--- src/rtl/uart_pkg.sv ---
// Shared definitions for the UART receive path: FSM encoding, parity modes
// and a constant sizing helper.
package uart_pkg;

    typedef enum logic [2:0] {
        IDLE     = 3'd0,
        START    = 3'd1,
        DATA     = 3'd2,
        PARITY   = 3'd3,
        STOP     = 3'd4,
        BRK_WAIT = 3'd5
    } rx_state_t;

    localparam logic PAR_EVEN = 1'b0;
    localparam logic PAR_ODD  = 1'b1;

    function automatic int clog2(input int value);
        int r;
        r = 0;
        for (int i = 0; i < 31; i++) begin
            if ((1 << i) < value) r = i + 1;
        end
        return r;
    endfunction

endpackage

--- src/rtl/uart_bit_sync.sv ---
// Multi-flop synchroniser for an idle-high asynchronous input; resets to 1
// so a line held in reset never looks like a start bit.
module uart_bit_sync #(
    parameter int STAGES = 2
) (
    input  logic clk,
    input  logic rst,
    input  logic i_d,
    output logic o_q
);

    logic [STAGES-1:0] r_sync;

    always_ff @(posedge clk) begin
        if (rst) r_sync <= '1;
        else     r_sync <= {r_sync[STAGES-2:0], i_d};
    end

    assign o_q = r_sync[STAGES-1];

endmodule

--- src/rtl/uart_rx_cfg.sv ---
// Parametrised oversampling UART receiver with false-start rejection, parity,
// framing and break detection, and a valid/ready output with overrun pulse.
module uart_rx_cfg #(
    parameter int DATA_BITS   = 8,
    parameter int OVERSAMPLE  = 16,
    parameter int PARITY_EN   = 1,
    parameter int STOP_BITS   = 1,
    parameter int SYNC_STAGES = 2
) (
    input  logic                 clk,
    input  logic                 rst,
    input  logic                 b_tick,
    input  logic                 rx,
    input  logic                 parity_odd,
    output logic [DATA_BITS-1:0] rx_data,
    output logic                 rx_valid,
    input  logic                 rx_ready,
    output logic                 parity_err,
    output logic                 frame_err,
    output logic                 overrun,
    output logic                 break_det
);
    import uart_pkg::*;

    localparam int TW = clog2(OVERSAMPLE);
    localparam int BW = clog2(DATA_BITS + 1);
    localparam logic [TW-1:0] TICK_MID  = TW'(OVERSAMPLE / 2 - 1);
    localparam logic [TW-1:0] TICK_LAST = TW'(OVERSAMPLE - 1);
    localparam logic [BW-1:0] DATA_LAST = BW'(DATA_BITS - 1);
    localparam logic [BW-1:0] STOP_LAST = BW'(STOP_BITS - 1);

    logic w_rxs;

    uart_bit_sync #(.STAGES(SYNC_STAGES)) u_sync (
        .clk (clk),
        .rst (rst),
        .i_d (rx),
        .o_q (w_rxs)
    );

    rx_state_t            r_state, w_state_nx;
    logic [TW-1:0]        r_tick,  w_tick_nx;
    logic [BW-1:0]        r_bit,   w_bit_nx;
    logic [DATA_BITS-1:0] r_shift, w_shift_nx;
    logic                 r_par,   w_par_nx;
    logic                 r_podd,  w_podd_nx;
    logic                 r_ferr,  w_ferr_nx;
    logic                 r_done,  w_done_nx;
    logic                 r_brk,   w_brk_nx;
    logic                 w_mid, w_end, w_perr;

    assign w_mid = (r_tick == TICK_MID);
    assign w_end = (r_tick == TICK_LAST);

    always_ff @(posedge clk) begin
        if (rst) begin
            r_state <= IDLE;
            r_tick  <= '0;
            r_bit   <= '0;
            r_shift <= '0;
            r_par   <= 1'b0;
            r_podd  <= 1'b0;
            r_ferr  <= 1'b0;
            r_done  <= 1'b0;
            r_brk   <= 1'b0;
        end else begin
            r_state <= w_state_nx;
            r_tick  <= w_tick_nx;
            r_bit   <= w_bit_nx;
            r_shift <= w_shift_nx;
            r_par   <= w_par_nx;
            r_podd  <= w_podd_nx;
            r_ferr  <= w_ferr_nx;
            r_done  <= w_done_nx;
            r_brk   <= w_brk_nx;
        end
    end

    always_comb begin
        w_state_nx = r_state;
        w_tick_nx  = r_tick;
        w_bit_nx   = r_bit;
        w_shift_nx = r_shift;
        w_par_nx   = r_par;
        w_podd_nx  = r_podd;
        w_ferr_nx  = r_ferr;
        w_done_nx  = 1'b0;
        w_brk_nx   = 1'b0;
        case (r_state)
            IDLE: begin
                if (!w_rxs) begin
                    w_state_nx = START;
                    w_tick_nx  = '0;
                end
            end
            START: begin
                if (b_tick) begin
                    if (!w_mid) begin
                        w_tick_nx = r_tick + TW'(1);
                    end else if (w_rxs) begin
                        w_state_nx = IDLE;
                    end else begin
                        w_state_nx = DATA;
                        w_tick_nx  = '0;
                        w_bit_nx   = '0;
                        w_podd_nx  = (parity_odd == PAR_ODD);
                        w_ferr_nx  = 1'b0;
                    end
                end
            end
            DATA: begin
                if (b_tick) begin
                    if (!w_end) begin
                        w_tick_nx = r_tick + TW'(1);
                    end else begin
                        w_tick_nx  = '0;
                        w_shift_nx = {w_rxs, r_shift[DATA_BITS-1:1]};
                        if (r_bit == DATA_LAST) begin
                            w_bit_nx   = '0;
                            w_state_nx = (PARITY_EN != 0) ? PARITY : STOP;
                        end else begin
                            w_bit_nx = r_bit + BW'(1);
                        end
                    end
                end
            end
            PARITY: begin
                if (b_tick) begin
                    if (!w_end) begin
                        w_tick_nx = r_tick + TW'(1);
                    end else begin
                        w_tick_nx  = '0;
                        w_par_nx   = w_rxs;
                        w_state_nx = STOP;
                    end
                end
            end
            STOP: begin
                if (b_tick) begin
                    if (!w_end) begin
                        w_tick_nx = r_tick + TW'(1);
                    end else begin
                        w_tick_nx = '0;
                        // An all-zero frame through the first stop bit is a break, not a word.
                        if (r_bit == '0 && !w_rxs && r_shift == '0 &&
                            (PARITY_EN == 0 || !r_par)) begin
                            w_brk_nx   = 1'b1;
                            w_bit_nx   = '0;
                            w_state_nx = BRK_WAIT;
                        end else begin
                            if (!w_rxs) w_ferr_nx = 1'b1;
                            if (r_bit == STOP_LAST) begin
                                w_bit_nx   = '0;
                                w_done_nx  = 1'b1;
                                w_state_nx = IDLE;
                            end else begin
                                w_bit_nx = r_bit + BW'(1);
                            end
                        end
                    end
                end
            end
            BRK_WAIT: begin
                if (w_rxs) w_state_nx = IDLE;
            end
            default: w_state_nx = IDLE;
        endcase
    end

    assign w_perr = (PARITY_EN != 0) ? (^r_shift ^ r_par ^ r_podd) : 1'b0;

    logic [DATA_BITS-1:0] r_data;
    logic                 r_valid, r_perr_o, r_ferr_o, r_ovr;

    // Holding register: a completed word only replaces one that is leaving this cycle.
    always_ff @(posedge clk) begin
        if (rst) begin
            r_data   <= '0;
            r_valid  <= 1'b0;
            r_perr_o <= 1'b0;
            r_ferr_o <= 1'b0;
            r_ovr    <= 1'b0;
        end else begin
            r_ovr <= 1'b0;
            if (r_done) begin
                if (!r_valid || rx_ready) begin
                    r_data   <= r_shift;
                    r_perr_o <= w_perr;
                    r_ferr_o <= r_ferr;
                    r_valid  <= 1'b1;
                end else begin
                    r_ovr <= 1'b1;
                end
            end else if (r_valid && rx_ready) begin
                r_valid <= 1'b0;
            end
        end
    end

    assign rx_data    = r_data;
    assign rx_valid   = r_valid;
    assign parity_err = r_perr_o;
    assign frame_err  = r_ferr_o;
    assign overrun    = r_ovr;
    assign break_det  = r_brk;

endmodule

--- config.mk ---
export PLATFORM = sky130hd
export DESIGN_NAME = uart_rx_cfg
export DESIGN_NICKNAME = d
export VERILOG_FILES = /design/src/rtl/uart_pkg.sv /design/src/rtl/uart_bit_sync.sv /design/src/rtl/uart_rx_cfg.sv
export SDC_FILE = /design/constraint.sdc
export NUM_CORES = 1
export LEC_CHECK = 0
export BUFFER_PORTS_ARGS = -buffer_cell sky130_fd_sc_hd__buf_4
export CORE_MARGIN = 5
export CORE_UTILIZATION = 63
export DETAILED_ROUTE_END_ITERATION = 12
export PLACE_DENSITY = 0.84
export SYNTH_ARGS = -nofsm -noshare
export SYNTH_HDL_FRONTEND = slang
export SYNTH_HIERARCHICAL = 1
export SYNTH_SLANG_ARGS = --single-unit
--- constraint.sdc ---
create_clock -name clk -period 3.76 [get_ports clk]
set_clock_uncertainty 0.05 [all_clocks]
set_input_delay 0.376 -clock clk [delete_from_list [all_inputs] [get_ports clk]]
set_output_delay 0.376 -clock clk [all_outputs]
set_load 0.02 [all_outputs]
==> results_dict.tcl <==
set metrics [dict create \
    status "finished, final reports clean" \
    fin_hold_ws_ns 0.1508 \
    synthCells 238 \
    first_iter_violations 124 \
    min_period_ns 2.424 \
    chipHeight_um 66.51 \
    yosysMostFrequentCell "dfxtp_1" \
    io_pins 19 \
    multi_input_area_um2 1097 \
    dp_hpwl_mm 2.771 \
    pwr_density_cell_nw_per_um2 359.8 \
    rr_worst_depth 5 \
    relSlewSlack_pct 46.33 \
    clock_sinks 38 \
    ctsHtreeMaxLevel 2 \
    area_growth_pct 7.587 \
    r2r_start "r_state[2]" \
    ff2ff_setup_slack_ns 1.34 \
    crit_fanout 23 \
    cts_buffer_depth 2 \
    hold_end "u_sync/r_sync[0]" \
    post-route-period-util_pct 64.47 \
    fill_cells 242 \
    portBuffers 18 \
    critPathBufInv 0 \
    synthTopCellsByArea "dfxtp_1 38%, a21oi_1 6.7%, mux2i_1 4.5%" \
    final_util_pct 70.90 \
    setup_viol 0 \
    design_area_um2 2165 \
    cpPeakStageDelay_ns 0.86 \
    hold_viol 0 \
    clkLatencyLatePin_ns 0.35 \
    post_cts_resized 0 \
    post_cts_buffers 0 \
    holdBufCountCts 0 \
    startpoint_type "flip-flop" \
    vias 1696 \
    ys_warn_count 6 \
    core_area_um2 3053 \
    grt_pass1_wl_mm 6.962 \
    drc 0 \
    worstSetupEndpointType "flip-flop" \
    synthDistinctLibCells 53 \
    cts_made_buffers 5 \
    hold_depth 2 \
    grt_max_degree 38 \
    fmax_mhz 412.5 \
    worst_pin_slew_ns 0.8040 \
    final_net_count 260 \
    dieArea_um2 4424 \
    p_leak_nw 0.7459 \
    first_pass_iters 4 \
    critical_path_class "reg2reg" \
    drive_above_1_share_pct 14.52 \
    async_reset_ff_share_pct 0 \
    reg2reg_to "r_bit[3]" \
    cp_cell_sequence "nand2b_1 > o32ai_1 > a221o_1 > or4_1 > a21oi_1" \
    yosysSeqAreaShare_pct 37.81 \
    gp_congestion 0.8847 \
    num_rows 20 \
    ys.flop_type "dfxtp_1" \
    max_cap_viol_count 0 \
    cts_tree "done" \
    cp_top_family "flip-flops" \
    grt_pass1_vias 1530 \
    synth_fp_nets 251 \
    hold_path_class "in2reg" \
    ys_seq_elements 38 \
    worst_slack_ns 1.336 \
    ir_drop_mv 0.2805 \
    seq_area_um2 760.7 \
    critPathSlowestCell "dfxtp_1" \
    placed_area_um2 2101 \
    fp.dieW_um 66.51 \
    syn-cell-area_um2 2012 \
    setup_tns_ns 0 \
    vias_per_cell 5.808 \
    finalMaxSlewViolations 0 \
    hp-start "rx" \
    rsz0062_at_grt "no" \
    synth_top_cell_by_area "dfxtp_1" \
    synth_top_area_share_pct 37.81 \
    track_usage_pct 20.75 \
    drtAntennaViolNets 0 \
    pre_cts_slack_ns 1.368 \
    root_buffer "clkbuf_4" \
    clkTransAtPathRegs_ns 0.11 \
    syn_area_per_cell_um2 8.453 \
    initial_utilization_pct 65.90 \
    wirelength_mm 4.002 \
    netlist_top_cells_count "38 x dfxtp_1, 27 x a21oi_1, 19 x nand2_1, 19 x nor2_1" \
    grt_overflow 0 \
    antennaDiodeCount 0 \
    cp.arrival_ns 2.65 \
    antenna_found_initial 0 \
    synth_edf_count 0 \
    crit_required_ns 3.99 \
    routedWlPerCell_um 13.71 \
]
cell usage in the layout, fill, tap and decap left out, drive strengths merged, types with 2 or more instances in the layout:
cell	n
dfxtp	38
a21oi	27
nand2	19
nor2	19
buf	18
inv	14
nand3	13
o21ai	10
mux2i	9
nor3	7
ha	7
nor2b	6
nand4	6
clkbuf	6
xnor2	5
or2	4
nor3b	3
nand2b	2
xor2	2
nand3b	2
maj3	2
a221oi	2
or4	2
or3b	2
or3	2
final cells by class:
type | instances | area share (%)
clock buffers | 6 | 2.370
clock inverters | 2 | 0.5780
inverters | 14 | 2.428
multi-input cells | 170 | 50.69
flip-flops and latches | 38 | 35.14
well taps | 44 | 2.543
repair buffers | 18 | 6.243
routing by layer:
metal  vias to the layer above  routed length [µm]  share of wire, %  global-route usage, %
met4                         0                  66               1.6                  8.376
met2                        47                1814                45                  30.86
met5                         -                   0                 0                      0
li1                        859                   -                 -                      -
met3                         6                 228               5.7                  6.577
met1                       784                1893                47                  27.66
power breakdown:
| group | leakage, nW | internal (W) | total, W | switching, W |
|---|---|---|---|---|
| combinational | 0.405 | 0.0000563 | 0.000119 | 0.0000627 |
| clock | 0.0343 | 0.0000899 | 0.000225 | 0.000135 |
| sequential | 0.307 | 0.000408 | 0.000435 | 0.0000271 |
| total | 0.746 | 0.000554 | 0.000779 | 0.000224 |
cells by family after synthesis:
family	synth area share (%)
simple gates	25.06
fa+ha+maj	5.348
buf+inv	7.649
mux	4.478
xor+xnor	3.421
compound gates	16.23
flops	37.81
through the flow:
stage,instances,power [W]
floorplan,238,0.0005429
global placement,284,0.0005597
detailed placement,284,0.0005622
CTS,292,0.0007813
global route,292,0.0008231
finish,292,0.0007788
flip-flops by register name, indices dropped and copies added (netlist names), 2 cells and up:
signal	count
r_shift	8
rx_data	8
r_bit	4
r_tick	4
r_state	3
u_sync/r_sync	2
worst max path at each step:
stage | slack, ns | start | end | cells after the start
2_1_floorplan | 1.72 | r_tick[0] | r_bit[3] | 7
3_3_place_gp | 1.44 | r_state[2] | r_bit[3] | 5
3_5_place_dp | 1.37 | r_state[0] | r_bit[3] | 5
4_1_cts | 1.34 | r_state[0] | r_bit[3] | 5
5_1_grt | 1.11 | r_state[0] | r_bit[3] | 5
6_report | 1.34 | r_state[2] | r_bit[3] | 5
No activity file was read; power rests on OpenSTA's default activity.
